File: src/rtl/tipi_link_master.sv
// tipi_link_master: Pi-side initiator for the TIPI register link.
// Serialises single RC/RD writes and TC/TD reads onto r_clk/r_le/r_dout/r_din.
module tipi_link_master #(
  parameter int unsigned CLK_DIV = 4
) (
  input  logic       clk,
  input  logic       rst_n,
  input  logic       req_valid,
  output logic       req_ready,
  input  logic [1:0] req_reg,
  input  logic [7:0] req_data,
  output logic       rsp_valid,
  output logic [7:0] rsp_data,
  output logic       rsp_parity_err,
  output logic       busy,
  output logic       r_clk,
  output logic       r_rt,
  output logic       r_cd,
  output logic       r_le,
  output logic       r_dout,
  input  logic       r_din
);

  // state    | meaning
  // IDLE     | waiting for a request, req_ready high
  // WR_SHIFT | write periods 1-8, data bits out MSB first
  // WR_LATCH | write period 9, r_le strobe
  // WR_PAR   | write period 10, returned parity sampled
  // RD_LOAD  | read period 1, r_le makes the CPLD load its register
  // RD_SHIFT | read periods 2-9, data bits in MSB first
  // DONE     | one-cycle completion, rsp_valid high
  typedef enum logic [2:0] {
    IDLE, WR_SHIFT, WR_LATCH, WR_PAR, RD_LOAD, RD_SHIFT, DONE
  } state_t;

  localparam logic [7:0] DIV_LAST = 8'(CLK_DIV - 1);
  localparam logic [3:0] WR_LAST  = 4'd9;
  localparam logic [3:0] RD_LAST  = 4'd8;

  state_t     state_q, state_n;
  logic [7:0] div_q, div_n;
  logic [3:0] per_q, per_n;
  logic [7:0] data_q, data_n;
  logic [6:0] shreg_q, shreg_n;
  logic       clk_n, rt_n, cd_n, le_n, dout_n;
  logic       vld_n, perr_n;
  logic [7:0] rdata_n;
  logic       div_wrap, per_end;

  assign req_ready = (state_q == IDLE);
  assign busy      = ~req_ready;

  always_comb begin
    state_n = state_q;
    div_n   = div_q;
    per_n   = per_q;
    data_n  = data_q;
    shreg_n = shreg_q;
    clk_n   = r_clk;
    rt_n    = r_rt;
    cd_n    = r_cd;
    le_n    = r_le;
    dout_n  = r_dout;
    vld_n   = 1'b0;
    rdata_n = rsp_data;
    perr_n  = rsp_parity_err;

    div_wrap = (div_q == DIV_LAST);
    per_end  = r_clk && div_wrap;

    if (state_q != IDLE && state_q != DONE) begin
      div_n = div_wrap ? 8'd0 : div_q + 8'd1;
      if (div_wrap) clk_n = ~r_clk;
    end

    unique case (state_q)
      IDLE: begin
        if (req_valid) begin
          data_n  = req_data;
          rt_n    = req_reg[1];
          cd_n    = req_reg[0];
          per_n   = 4'd0;
          div_n   = 8'd0;
          clk_n   = 1'b0;
          shreg_n = 7'd0;
          if (req_reg[1]) begin
            state_n = RD_LOAD;
            le_n    = 1'b1;
            dout_n  = 1'b0;
          end else begin
            state_n = WR_SHIFT;
            le_n    = 1'b0;
            dout_n  = req_data[7];
          end
        end
      end
      WR_SHIFT: begin
        if (per_end) begin
          per_n = per_q + 4'd1;
          if (per_q == 4'd7) begin
            state_n = WR_LATCH;
            le_n    = 1'b1;
            dout_n  = 1'b0;
          end else begin
            // bit for the next period: index 7 - (per_q + 1)
            dout_n = data_q[3'd6 - per_q[2:0]];
          end
        end
      end
      WR_LATCH: begin
        if (per_end) begin
          per_n   = per_q + 4'd1;
          state_n = WR_PAR;
          le_n    = 1'b0;
        end
      end
      WR_PAR: begin
        if (per_end && per_q == WR_LAST) begin
          state_n = DONE;
          vld_n   = 1'b1;
          rdata_n = data_q;
          perr_n  = r_din ^ (^data_q);
          per_n   = 4'd0;
          div_n   = 8'd0;
          clk_n   = 1'b0;
          rt_n    = 1'b0;
          cd_n    = 1'b0;
          le_n    = 1'b0;
          dout_n  = 1'b0;
        end
      end
      RD_LOAD: begin
        if (per_end) begin
          per_n   = per_q + 4'd1;
          state_n = RD_SHIFT;
          le_n    = 1'b0;
        end
      end
      RD_SHIFT: begin
        if (per_end) begin
          per_n   = per_q + 4'd1;
          shreg_n = {shreg_q[5:0], r_din};
          if (per_q == RD_LAST) begin
            state_n = DONE;
            vld_n   = 1'b1;
            rdata_n = {shreg_q, r_din};
            perr_n  = 1'b0;
            per_n   = 4'd0;
            div_n   = 8'd0;
            clk_n   = 1'b0;
            rt_n    = 1'b0;
            cd_n    = 1'b0;
            le_n    = 1'b0;
            dout_n  = 1'b0;
          end
        end
      end
      DONE: begin
        state_n = IDLE;
      end
      default: begin
        state_n = IDLE;
      end
    endcase
  end

  always_ff @(posedge clk or negedge rst_n) begin
    if (!rst_n) begin
      state_q        <= IDLE;
      div_q          <= 8'd0;
      per_q          <= 4'd0;
      data_q         <= 8'd0;
      shreg_q        <= 7'd0;
      r_clk          <= 1'b0;
      r_rt           <= 1'b0;
      r_cd           <= 1'b0;
      r_le           <= 1'b0;
      r_dout         <= 1'b0;
      rsp_valid      <= 1'b0;
      rsp_data       <= 8'd0;
      rsp_parity_err <= 1'b0;
    end else begin
      state_q        <= state_n;
      div_q          <= div_n;
      per_q          <= per_n;
      data_q         <= data_n;
      shreg_q        <= shreg_n;
      r_clk          <= clk_n;
      r_rt           <= rt_n;
      r_cd           <= cd_n;
      r_le           <= le_n;
      r_dout         <= dout_n;
      rsp_valid      <= vld_n;
      rsp_data       <= rdata_n;
      rsp_parity_err <= perr_n;
    end
  end

endmodule

File: config.mk
export PLATFORM = sky130hd
export DESIGN_NAME = tipi_link_master
export DESIGN_NICKNAME = d
export VERILOG_FILES = /design/src/rtl/tipi_link_master.sv
export SDC_FILE = /design/constraint.sdc
export NUM_CORES = 1
export LEC_CHECK = 0
export ABC_AREA = 1
export CORE_UTILIZATION = 58
export CTS_BUF_LIST = sky130_fd_sc_hd__clkbuf_8
export CTS_CLUSTER_DIAMETER = 60
export DETAILED_ROUTE_END_ITERATION = 8
export HOLD_SLACK_MARGIN = 0.03
export PLACE_DENSITY = 0.84
export SYNTH_ARGS = -nofsm -noshare
export SYNTH_HDL_FRONTEND = slang
export SYNTH_SLANG_ARGS = --single-unit
File: constraint.sdc
create_clock -name clk -period 2.2 [get_ports clk]
set_input_delay 0.22 -clock clk [delete_from_list [all_inputs] [get_ports clk]]
set_output_delay 0.22 -clock clk [all_outputs]
set_load 0.01 [all_outputs]
Yosys cells after proc, flatten, opt, wreduce, memory -nomap -nowiden --
Cells that the tools add are included.
Word-level totals: output and inout bits 17, register bits after elaboration 45, logic and storage cells 125, bits of input ports 14
Operators by class: reductions and logical operators 22, bitwise gates (word level) 3, equality and inequality tests 20, add/subtract/negate cells 3, order comparisons 1, muxes and demuxes 63
Operators by type and width (count):
- 2-to-1 mux 8 bit | 9
- 2-to-1 mux 3 bit | 9
- 2-to-1 mux 1 bit | 25
- one-hot mux 8 bit (3 select lines) | 1
- 2-to-1 mux 4 bit | 5
- one-hot mux 3 bit (6 select lines) | 1
- != test 2 bit, second input constant | 8
- one-hot mux 4 bit (4 select lines) | 1
- one-hot mux 8 bit (2 select lines) | 1
- AND reduction 8 bit | 2
- 2-to-1 mux 7 bit | 2
- one-hot mux 7 bit (2 select lines) | 1
- AND reduction 5 bit | 2
- one-hot mux 1 bit (3 select lines) | 3
- adder 8 x 1 -> 8 bit, second input constant | 1
- equality test 4 bit, second input constant | 2
- equality test 8 x 2 -> 1 bit, second input constant | 1
- nonzero test 4 bit | 2
- parity 8 bit | 1
- equality test 3 x 2 -> 1 bit, second input constant | 2
- equality test 3 bit, second input constant | 2
- AND reduction 6 bit | 1
- nonzero test 3 bit | 2
- one-hot mux 1 bit (5 select lines) | 1
- 21 further kinds | 27

Longest topological paths before layout --
Gate-level depths: netlist of the first run.
depth in word-level cells 6, mapped depth 13, depth with buffers taken out 13

Worst setup path after synthesis of the first run --
OpenSTA, ideal clock, no wires.
path kind register -> register, start point register div_q[0], end point register div_q[7], data arrival time 1.794 ns, cell stages (with the launch flop) 14, library setup time 0.120 ns, slack 0.286 ns, path buffers 0, required time 2.080 ns, clock period less this slack 1.914 ns, cells stage by stage dfrtp_1 -> ha_1 -> nand4_1 -> nor2_1 -> ha_1 -> inv_2 -> nor2_2 -> nand2_1 -> nand2_1 -> nand2_2 -> nor2_4 -> nand2_4 -> nand2_4 -> nor2_1
On the way: longest elaborated chain between the ends 6, elaborated cells between the ends (all ways) 11, classes of those cells 1 x add/sub; 1 x eq/ne; 7 x mux; 2 x reduce/logical
Ends and longest elaborated chain:
- from (decl) | line 41 | logic [7:0] div_q, div_n;
- from (signal assigned) | line 184 | div_q <= div_n;
- adder 8 x 1 -> 8 bit or equality test 8 x 2 -> 1 bit (tied branches) | line 72, 68
- 2-to-1 mux 8 bit | line 72 | div_n = div_wrap ? 8'd0 : div_q + 8'd1;
- 2-to-1 mux 8 bit | line 71 | if (state_q != IDLE && state_q != DONE) begin
- 2-to-1 mux 8 bit | line 143 | if (per_q == RD_LAST) begin
- 2-to-1 mux 8 bit | line 140 | if (per_end) begin
- one-hot mux 8 bit (3 select lines) (*) | line 76 | unique case (state_q)
- named net div_n[7] | line 41
The timed path passes the listed nets; every way through them passes the cells marked *. A chain may end at the register's enable or synchronous reset.

Worst setup path in the final report of the first run --
Ends and elaborated chain as after synthesis.

==> results of run 1 <==
-- logic make-up after synthesis --
family	after synthesis	synth area share (%)
and+or+nand+nor	222	36.32
DFF	45	43.12
buffers and inverters	44	6.851
AOI/OAI and AO/OA	40	8.673
adders and majority gates	7	3.354
xor gates and xnor gates	5	1.677
-- final timing paths --
| path | slack, ns | end | start |
|---|---|---|---|
| setup reg to reg | 0.15 | div_q[7]$_DFF_PN0_ | div_q[0]$_DFF_PN0_ |
| max in group asynchronous | 1.43 | data_q[0]$_DFFE_PN0P_ | rst_n |
| setup / recovery | 0.15 | div_q[7]$_DFF_PN0_ | div_q[0]$_DFF_PN0_ |
| hold / removal | 0.27 | div_q[5]$_DFF_PN0_ | rst_n |
| hold reg to reg | 0.48 | r_rt$_DFFE_PN0P_ | r_rt$_DFFE_PN0P_ |
| min in group clk | 0.48 | r_rt$_DFFE_PN0P_ | r_rt$_DFFE_PN0P_ |
-- timing repair --
action / in CTS / in global routing
buffers inserted: 0 / 2
resized for setup: 0 / 7
hold endpoints to repair: 41 / 0
hold buffers: 1 / 0
endpoints found under the setup margin: 0 / 21
-- registers in the layout (all words and copies together), names as in the netlist --
name	flops
data_q	8
shreg_q	7
r_cd	1
div_q	8
rsp_valid	1
rsp_parity_err	1
r_clk	1
r_dout	1
rsp_data	8
r_le	1
r_rt	1
per_q	4
state_q	3
-- power by group through the flow --
| stage | clock, uW | combinational (uW) | sequential [uW] |
|---|---|---|---|
| 6_report | 599 | 103 | 846 |
| 5_1_grt | 641 | 120 | 848 |
| 4_1_cts | 612 | 104 | 846 |
| 3_5_place_dp | 0 | 102 | 862 |
| 3_3_place_gp | 0 | 100 | 862 |
| 2_1_floorplan | 0 | 49.7 | 860 |
-- Yosys cell counts --
library cell,number
nand2_1,138
dfrtp_1,45
inv_1,34
nand3_1,31
nor2_1,29
o21ai_0,27
nor2_2,8
ha_1,7
nand2_2,6
o211ai_1,6
inv_2,5
xor2_1,5
a31oi_1,3
nand4_1,3
nor3_1,3
a21oi_1,2
buf_4,2
nand2_4,2
nor2_4,2
o21ai_2,2
buf_2,1
clkbuf_1,1
clkinv_4,1
-- placed cells by master, fill, tap and decap left out, types with 2 or more instances in the layout --
cell type	netlist	final
nand2_4	2	2
dfrtp_1	45	45
clkbuf_8	0	5
nor2_1	29	28
nand3_1	31	31
nand2_1	138	136
a21oi_1	2	2
o21ai_0	27	27
ha_1	7	5
ha_2	0	2
clkdlybuf4s50_1	0	29
xor2_1	5	5
nor3_1	3	3
a31oi_1	3	3
inv_1	34	34
nor2_2	8	8
o211ai_1	6	6
o21ai_2	2	2
inv_2	5	4
nand2_2	6	8
buf_4	2	7
nand4_1	3	3
nor2_4	2	3
-- area by class of cell --
cell class / count / area [um2] / share of cell area (%)
clock inverters: 2 / 35.03 / 1.118
multi-input cells: 274 / 1324 / 42.24
clock buffers: 5 / 68.82 / 2.196
well taps: 52 / 65.06 / 2.076
inverters: 40 / 157.7 / 5.030
flip-flops and latches: 45 / 1126 / 35.93
repair buffers: 38 / 357.8 / 11.42
-- routing by layer --
layer  vias up  share of wire (%)
met2        51                 48
met5         -                  0
met4         0                1.5
met3        10                3.4
li1       1233                  -
met1      1098                 47
-- stage by stage --
| stage | hold slack [ns] | worst slack (ns) | std cells | cell area, um2 | power (uW) |
|---|---|---|---|---|---|
| 4_1_cts | 0.2715 | 0.03693 | 454 | 3099 | 1562 |
| 5_1_grt | 0.2847 | 0.008960 | 456 | 3134 | 1608 |
| 2_1_floorplan | -0.07559 | 0.2858 | 363 | 2611 | 909.4 |
| 3_3_place_gp | 0.05314 | 0.2267 | 446 | 2985 | 961.9 |
| 6_report | 0.2718 | 0.1471 | 456 | 3134 | 1549 |
| 3_5_place_dp | 0.05323 | 0.1348 | 446 | 2985 | 964.7 |
==> qor.csv, run 1 <==
metric,value,unit
status,"finished, final reports clean",
worst-path cell chain,ha_2 > nand4_1 > nor2_2 > ha_2 > inv_4 > nor2_4 > nand2_1 > nand2_2 > nand2_2 > nor2_4 > nand2_4 > nand2_4 > nor2_1,
Layout fillers,342,
cells after synthesis,363,
GR Util met1,34.04,%
fin crit share,93.31,%
P_leak,0.001566,uW
final core utilization,71.98,%
clock sink count,45,
Crit path max-delay family,simple AND/OR/NAND/NOR gates,
largest net degree at the start of global routing,23,
IO Count,31,
Worst Path Buf+Inv,1,
sequential-to-total area share from yosys stat,43.12,%
global route hottest layer,met2,
area of the die,4775,um2
starting density of the core,59.97,%
max-slew violations,0,
Final #Nets,425,
first-pass GRT wire length,9763,um
gr usage total,25.32,%
largest cells by area after synthesis,"dfrtp_1, nand2_1, nand3_1",
Rows,24,
Final Hold Fails,0,
diode count,0,
synth unique cells,23,
Yosys top cell area share,43.12,%
total CTS buffers,5,
combinational share of power,6.7,%
"Warnings, synthesis",0,
Flop pwr share,54.6,%
Clock Power Share,38.7,%
layout cells sized above 1,11.39,%
Post-Route WL,5665,um
RSZ-0062 raised after global routing,false,
total global routing overflow,0,
Maximum Capacitance Violations,0,
clock network latency to the later pin of the worst-skew pair,0.30,ns
switching pwr,339.0,uW
Pint,1210,uW
WL/cell,12.42,um
DRT Pass-1 Iters,4,
CP endpoint kind,flip-flop,
vias after detailed routing,2392,
CP arrival,2.24,ns
via count of the first global-routing pass,2216,
Remaining DRCs,0,
CTS tree,built,
HP Class,in -> async,
FMAX,0.4871,GHz
Clock Skews,0.008559,ns
Synth Register Bits,45,
Peak VDD IR,0.2408,mV
DR vias/cell,5.246,
Worst path depth,13,
M3 GR Usage,4.825,%
Sw Share,21.89,%
post-synthesis area per instance,7.194,um2
final RePlAce weighted congestion,0.9173,
CTS root buffer,clkbuf_8,
initial antenna violation count,0,
required time worst endpoint,2.39,ns
Critical Path Slowest Stage Cell,dfrtp_1,
CP Launch Type,flip-flop,
Final ANT Viol Nets,0,
cell area after synthesis,2611,um2
First DRT Iteration DRCs,137,
H-tree Lvls,2,
DP Wirelength,4228,um
Worst-path clk slew,0.08,ns
Chip Width,69.10,um
setup_tns,0,ns
area of the core,4354,um2
r2r worst-path depth,13,
# port buffers,30,
Syn Nets,384,
met2 usage,41.42,%
"critical path fanouts, max",8,
Die H,69.10,um
number of setup violations in the final report,0,
cell accounting for the most synthesized area,dfrtp_1,
minimum clock period,2.053,ns
WS Path Type,reg -> reg,
synth-to-layout area growth,20.03,%
Rel. slew slack,72.15,%
pwr dens,494.1,nW/um2
Worst-Margin Slew,0.4166,ns
slowest cell delay on critical path,0.39,ns
Longest Clk Path Bufs,2,
(Power assumes the default switching activity.)
==> run 2: changes to the inputs <==
Settings changed: CTS_CLUSTER_DIAMETER 60 to 80.
==> results of run 2 <==
The final DEF is identical to that of run 1; final timing and power are the same.
==> run 3: changes to the inputs <==
--- a/config.mk
+++ b/config.mk
@@ -8,3 +8,3 @@
 export ABC_AREA = 1
-export CORE_UTILIZATION = 58
+export CORE_UTILIZATION = 30
 export CTS_BUF_LIST = sky130_fd_sc_hd__clkbuf_8
@@ -12,4 +12,5 @@
 export DETAILED_ROUTE_END_ITERATION = 8
+export DONT_BUFFER_PORTS = 1
 export HOLD_SLACK_MARGIN = 0.03
-export PLACE_DENSITY = 0.84
+export PLACE_DENSITY = 0.46
 export SYNTH_ARGS = -nofsm -noshare
==> constraint.sdc (replaced) <==
create_clock -name clk -period 2.2 [get_ports clk]
set_input_delay 0.33 -clock clk [delete_from_list [all_inputs] [get_ports clk]]
set_output_delay 0.33 -clock clk [all_outputs]
set_load 0.01 [all_outputs]
==> run 3 against run 2 <==
Against the previous run:
- core utilization decreased by 37 points
- sequential share of layout area rose by 2.8 points
- via count down 6.6%
- die area increased by 90%
- first-iteration DRC count is 48% lower
- final cell count increased by 5.5%
- clock skew decreased by 0.0023 ns
- count of clock-buffer cells in the layout stayed put
- register-to-register slack is essentially flat
- setup slack better by 0.0051 ns
- global-route usage decreased by 10 points
==> qor.csv, run 3 (synthesis gave the netlist of run 1 again) <==
metric,value,unit,change
status,"finished, final reports clean",,
# port buffers,0,,-100%
cell area after layout,2904,um2,-7.3%
first-pass GRT wire length,10370,um,+6.2%
WL met3,188,um,-3.1%
initial antenna violation count,0,,unchanged
largest net degree at the start of global routing,46,,+100%
P_leak,0.001458,uW,-6.9%
First DRT Iteration DRCs,71,,-48%
number of setup violations in the final report,0,,unchanged
Top Metal Used,met4,,
vias after detailed routing,2235,,-6.6%
DR vias/cell,4.647,,-11%
Final Hold Fails,0,,unchanged
minimum clock period,2.048,ns,-0.005115 ns
synth-to-layout area growth,11.21,%,
Post-Route WL,6134,um,+8.3%
top flop regs,"data_q (8), div_q (8), rsp_data (8)",,
gr usage total,14.91,%,-10 points
total global routing overflow,0,,unchanged
pwr dens,496.4,nW/um2,+0.47%
required time worst endpoint,2.39,ns,about the same
WL/cell,12.75,um,+2.7%
CP Launch Type,flip-flop,,
Final #Nets,396,,-6.8%
most frequent cells in the layout,"nand2_1, dfrtp_1, inv_1",,
HP Class,in -> reg,,
fin crit share,93.08,%,-0.23 points
DP Wirelength,4643,um,+9.8%
Placement Cell Area,2764,um2,-7.4%
CTS root buffer,clkbuf_8,,
setup_tns,0,ns,unchanged
FMAX,0.4883,GHz,+0.25%
Clock Skews,0.006276,ns,-0.002283 ns
Layout fillers,914,,+170%
area of the core,8299,um2,+91%
CP endpoint kind,flip-flop,,
Maximum Capacitance Violations,0,,unchanged
final core utilization,34.99,%,-37 points
WS Path Type,reg -> reg,,
"commonest non-fill, non-tap cell in the layout",nand2_1,,
max-slew violations,0,,unchanged
IO Count,31,,unchanged
CP arrival,2.24,ns,about the same
Die H,95.30,um,+38%
Met2 Routed Length,2960,um,+8.3%
Remaining DRCs,0,,unchanged
DRT Pass-1 Iters,4,,unchanged
Rel. slew slack,72.94,%,+0.80 points
Worst-path clk slew,0.09,ns,about the same
slowest cell delay on critical path,0.39,ns,about the same
clock network latency to the later pin of the worst-skew pair,0.30,ns,about the same
Critical Path Slowest Stage Cell,dfrtp_1,,
"critical path fanouts, max",8,,unchanged
clock sink count,45,,unchanged
layout cells sized above 1,12.23,%,+0.85 points
Chip Width,95.30,um,+38%
Final ANT Viol Nets,0,,unchanged
worst-path cell chain,ha_2 > nand4_1 > nor2_2 > ha_2 > inv_2 > nor2_2 > nand2_1 > nand2_2 > nand2_2 > nor2_4 > nand2_4 > nand2_4 > nor2_1,,
starting density of the core,31.46,%,-29 points
Seq. cell area,1126,um2,unchanged
Longest Clk Path Bufs,2,,unchanged
multi-input logic area,1319,um2,-0.38%
Worst-Margin Slew,0.4058,ns,-0.01084 ns
total CTS buffers,5,,unchanged
H-tree Lvls,2,,unchanged
final RePlAce weighted congestion,0.7795,,-15%
Rows,33,,+38%
CTS tree,built,,
via count of the first global-routing pass,2167,,-2.2%
WL met1,2913,um,+9.8%
diode count,0,,unchanged
area of the die,9081,um2,+90%
Peak VDD IR,0.1801,mV,-25%
## run 3: worst paths after layout
kind / from / to / cells after the start / slack [ns]
min: req_data[2] / data_q[2]$_DFFE_PN0P_ / 2 / 0.15
max in group asynchronous: rst_n / data_q[6]$_DFFE_PN0P_ / 2 / 1.46
max: div_q[0]$_DFF_PN0_ / div_q[7]$_DFF_PN0_ / 13 / 0.15
min reg2reg: shreg_q[0]$_DFFE_PN0P_ / shreg_q[0]$_DFFE_PN0P_ / 2 / 0.48
min in group asynchronous: rst_n / per_q[3]$_DFFE_PN0P_ / 2 / 0.53
max reg2reg: div_q[0]$_DFF_PN0_ / div_q[7]$_DFF_PN0_ / 13 / 0.15
## run 3: through the flow
stage / worst slack, ns / power, uW / hold slack [ns] / std cells
floorplan: 0.2858 / 909.4 / 0.03441 / 363
global placement: 0.2047 / 923.9 / 0.03687 / 470
detailed placement: 0.1590 / 925.3 / 0.03562 / 470
CTS: 0.1402 / 1471 / 0.1414 / 480
global route: -0.01020 / 1518 / 0.1581 / 481
finish: 0.1522 / 1442 / 0.1500 / 481
## run 3: worst max-delay path: cells and delay by family, from the launching register on
kind / cells / cell delay (ns)
DFF: 1 / 0.39
buffers and inverters: 1 / 0.04
and+or+nand+nor: 10 / 1.11
adders and majority gates: 2 / 0.41
## run 3: where the power goes
group          total, uW  internal (uW)  leakage (uW)  switching (uW)
Sequential           846            836      0.000544            9.98
Clock                510            216     0.0000491             294
Combinational       85.6           27.5      0.000865            58.1
Total               1440           1080       0.00146             362
## run 3: area by class of cell
| class | instances | area share, % |
|---|---|---|
| Inverter | 40 | 5.343 |
| Timing Repair Buffer | 9 | 3.102 |
| Clock inverter | 3 | 0.4739 |
| Tap cell | 105 | 4.524 |
| Clock buffer | 5 | 2.370 |
| Multi-Input combinational cell | 274 | 45.41 |
| Sequential cell | 45 | 38.78 |
## run 3: repair_timing
item | in CTS | in global routing
resized for setup | 0 | 5
endpoints found under the setup margin | 0 | 8
hold buffers | 2 | 0
hold endpoints to repair | 45 | 0
setup buffers | 0 | 1
## run 3: layer usage
metal | global-route usage [%] | vias up
met2 | 24.76 | 22
met3 | 3.110 | 6
li1 | - | 1179
met5 | 0 | -
met4 | 4.545 | 0
met1 | 19.36 | 1028
==> edit (settings of run 1) <==
Encoding of `state_t`: now one-hot (7 bits for 7 states).
--- a/src/rtl/tipi_link_master.sv
+++ b/src/rtl/tipi_link_master.sv
@@ -31,4 +31,4 @@
   // DONE     | one-cycle completion, rsp_valid high
-  typedef enum logic [2:0] {
-    IDLE, WR_SHIFT, WR_LATCH, WR_PAR, RD_LOAD, RD_SHIFT, DONE
+  typedef enum logic [6:0] {
+    IDLE = 7'b0000001, WR_SHIFT = 7'b0000010, WR_LATCH = 7'b0000100, WR_PAR = 7'b0001000, RD_LOAD = 7'b0010000, RD_SHIFT = 7'b0100000, DONE = 7'b1000000
   } state_t;
Function: no difference found for any inputs over 10 cycles, from zero or initial values and one cycle with rst_n low; not proved beyond that.
==> edit against run 1 <==
Routed wire length grew 22%. Design area grew 14%. Worst setup slack lost 100 ps. Largest cell class unchanged. Synthesized area grew 13%. Sequential cell count grew 4. Critical endpoint is now per_q[2]$_DFFE_PN0P_. Via count grew 13%. Sequential share of layout area shrank 1.6 points.
Power is not compared: it rests on default switching activity, and its combinational part moved more than twofold at a synthesized area within 25%.
==> edit: results (changes against run 1) <==
Routing
  – Vias/cell: 5.36 (+2.2%)
  – WL/cell: 13.6 µm (+9.8%)
  – Drt initial violations: 198 (+45%)
  – Via count: 2714 (+13%)
  – Pre-Repair DR Iteration Count: 4 (unchanged)

Logic synthesis
  – Mean post-synth cell area: 7.50 µm² (+4.3%)
  – Commonest cells post-synth: nand2_1 (114), nor2_1 (49), dfrtp_1 (48), inv_1 (39), nand3_1 (27)
  – Mux cell area share after synthesis: 0.382% (+0.38 points)
  – Xor/xnor share of the synthesized area: 4.71% (+3.0 points)
  – Distinct cells, synth: 31 (+35%)
  – Ys async rst share: 100% (unchanged)
  – Yosys warning count: 0 (unchanged)
  – Synth Area in Compound Gates: 7.25% (-1.4 points)
  – Dominant cells by area after synthesis: dfrtp_1 (41%), nand2_1 (15%), nor2_1 (6.2%)
  – Register area share after synthesis: 41.6% (-1.5 points)
  – Syn Nets: 412 (+7.3%)
  – Adder-Cell Fraction of Synth Area: 2.12% (-1.2 points)

Critical path
  – CP max FO: 5 (-3)
  – WP data arrival: 2400 ps (+160 ps)

Power
  – Static Leak: 1.78 nW
  – Highest ir drop seen on vdd: 815 µV
  – Sw Pwr: approximately 0.0023 W

Placed design
  – Placed Instances: 493 (+11%)
  – Input/output buffers: 30 (unchanged)
  – Routability Congestion: 0.917 (about the same)
  – Placed inst area: 3350 µm² (+12%)
  – Dpl hpwl: 4.74 mm (+12%)
  – Post-Place Setup Slack: -36.5 ps (-171 ps)

Final layout
  – Final #Nets: 457 (+7.5%)
  – Layout cells sized above 1: 17.8% (+6.4 points)
  – Fillers: 366 (+7.0%)
  – # diodes: 0 (unchanged)
  – Largest regs: data_q x8, div_q x8, rsp_data x8

Timing
  – Final slew viol count: 0 (unchanged)
  – Worst Max-Slew Pin Slew: 617 ps (+201 ps)
  – Clk_skew: 13.5 ps (+4.93 ps)
  – Hold Vio Cnt, Final: 0 (unchanged)

Global route
  – Total GRT Usage: 26.7% (+1.4 points)
  – Largest net degree at the start of global routing: 50 (+120%)
  – Vias in the first global route: 2532 (+14%)
  – Initial antenna violation count: 0 (unchanged)
  – First-pass GRT wire length: 11.0 mm (+12%)

CTS
  – CTS Buf Count: 5 (unchanged)
  – Root Buffer: clkbuf_8
  – Clock transition at path regs: about 90 ps
  – CTS max path bufs: 2 (unchanged)
  – H-Tree Depth: 2 (unchanged)
  – Worst skew pair latency: between 300 and 400 ps

Outcome
  – Status: finished clean

Worst hold path
  – Min-delay worst type: primary input to flop
==> edit: changes by cell type after synthesis, moves of 6 or more <==
cell and delta:
nand2_1 -24, nor2_1 +20, a21oi_1 +11, nand3_2 +7
nand4_1 +6
==> edit: stage by stage <==
step | TNS (ps) | utilization [%]
floorplan | 0 | -
global placement | 0 | 69.5
detailed placement | -36.5 | 69.5
CTS | 0 | 71.8
global route | -1120 | 74.3
finish | 0 | 74.3
==> edit: path summary, 6_finish.rpt <==
kind	from	end	slack, ps	cells after the start
min in group asynchronous	rst_n	rsp_parity_err$_DFFE_PN0P_	540	3
worst max-delay path	div_q[1]$_DFF_PN0_	per_q[2]$_DFFE_PN0P_	50	13
worst max register to register	div_q[1]$_DFF_PN0_	per_q[2]$_DFFE_PN0P_	50	13
max in group asynchronous	rst_n	state_q[6]$_DFFE_PN0P_	1230	3
worst min-delay path	req_data[0]	data_q[0]$_DFFE_PN0P_	480	3
worst min register to register	r_le$_DFFE_PN0P_	r_le$_DFFE_PN0P_	490	2
==> edit: timing repair <==
item / 4_1_cts / 5_1_grt
buffers inserted: 1 / 3
resized for setup: 1 / 27
setup endpoints to repair: 24 / 26
pin swaps: 1 / 12
hold endpoints to repair: 39 / 0
hold buffers: 1 / 0
==> edit: worst max-delay path, cell delays in order, from the launching register on <==
cell     delay (ps)
dfrtp_1         360
ha_2            190
nand3_2         100
nor4_4          260
ha_2            260
nand2_2          60
inv_2            50
nand2_2          70
nand3_4         150
nand2_4          60
nor2_4          170
buf_6           120
nand4_1         120
nand2_1         100
==> edit: logic make-up (layout without fill, tap and decap cells) <==
group,count (synthesis),in the layout
simple gates,232,232
buf+inv,51,97
flops,49,49
compound gates,40,40
xor+xnor,15,15
fa+ha+maj,5,5
mux,1,1
==> edit: layout make-up <==
cell class                 count  area, µm²  share of cell area [%]
clock inverter                 3       18.8                   0.525
multi-input combinational    293       1600                    44.7
clock buffer                   5       68.8                    1.92
timing repair buffer          44        407                    11.4
sequential                    49       1230                    34.3
inverter                      45        171                    4.79
tap                           67       83.8                    2.34
==> edit: metal layers <==
layer / vias up / GRT usage, % / routed length [µm]
li1: 1333 / - / -
met1: 1273 / 34.0 / 2870
met2: 94 / 45.6 / 3500
met3: 14 / 4.94 / 416
met4: 0 / 10.0 / 116
met5: - / 0 / 0
==> edit: power by group through the flow <==
stage / Clock (W) / Sequential [W] / Combinational (W)
after floorplan: 0 / 0.00153 / 0.00187
after global placement: 0 / 0.00152 / 0.00255
after detailed placement: 0 / 0.00153 / 0.00262
after CTS: 0.000537 / 0.00151 / 0.00265
after global routing: 0.000574 / 0.00157 / 0.00316
final: 0.000528 / 0.00153 / 0.00285
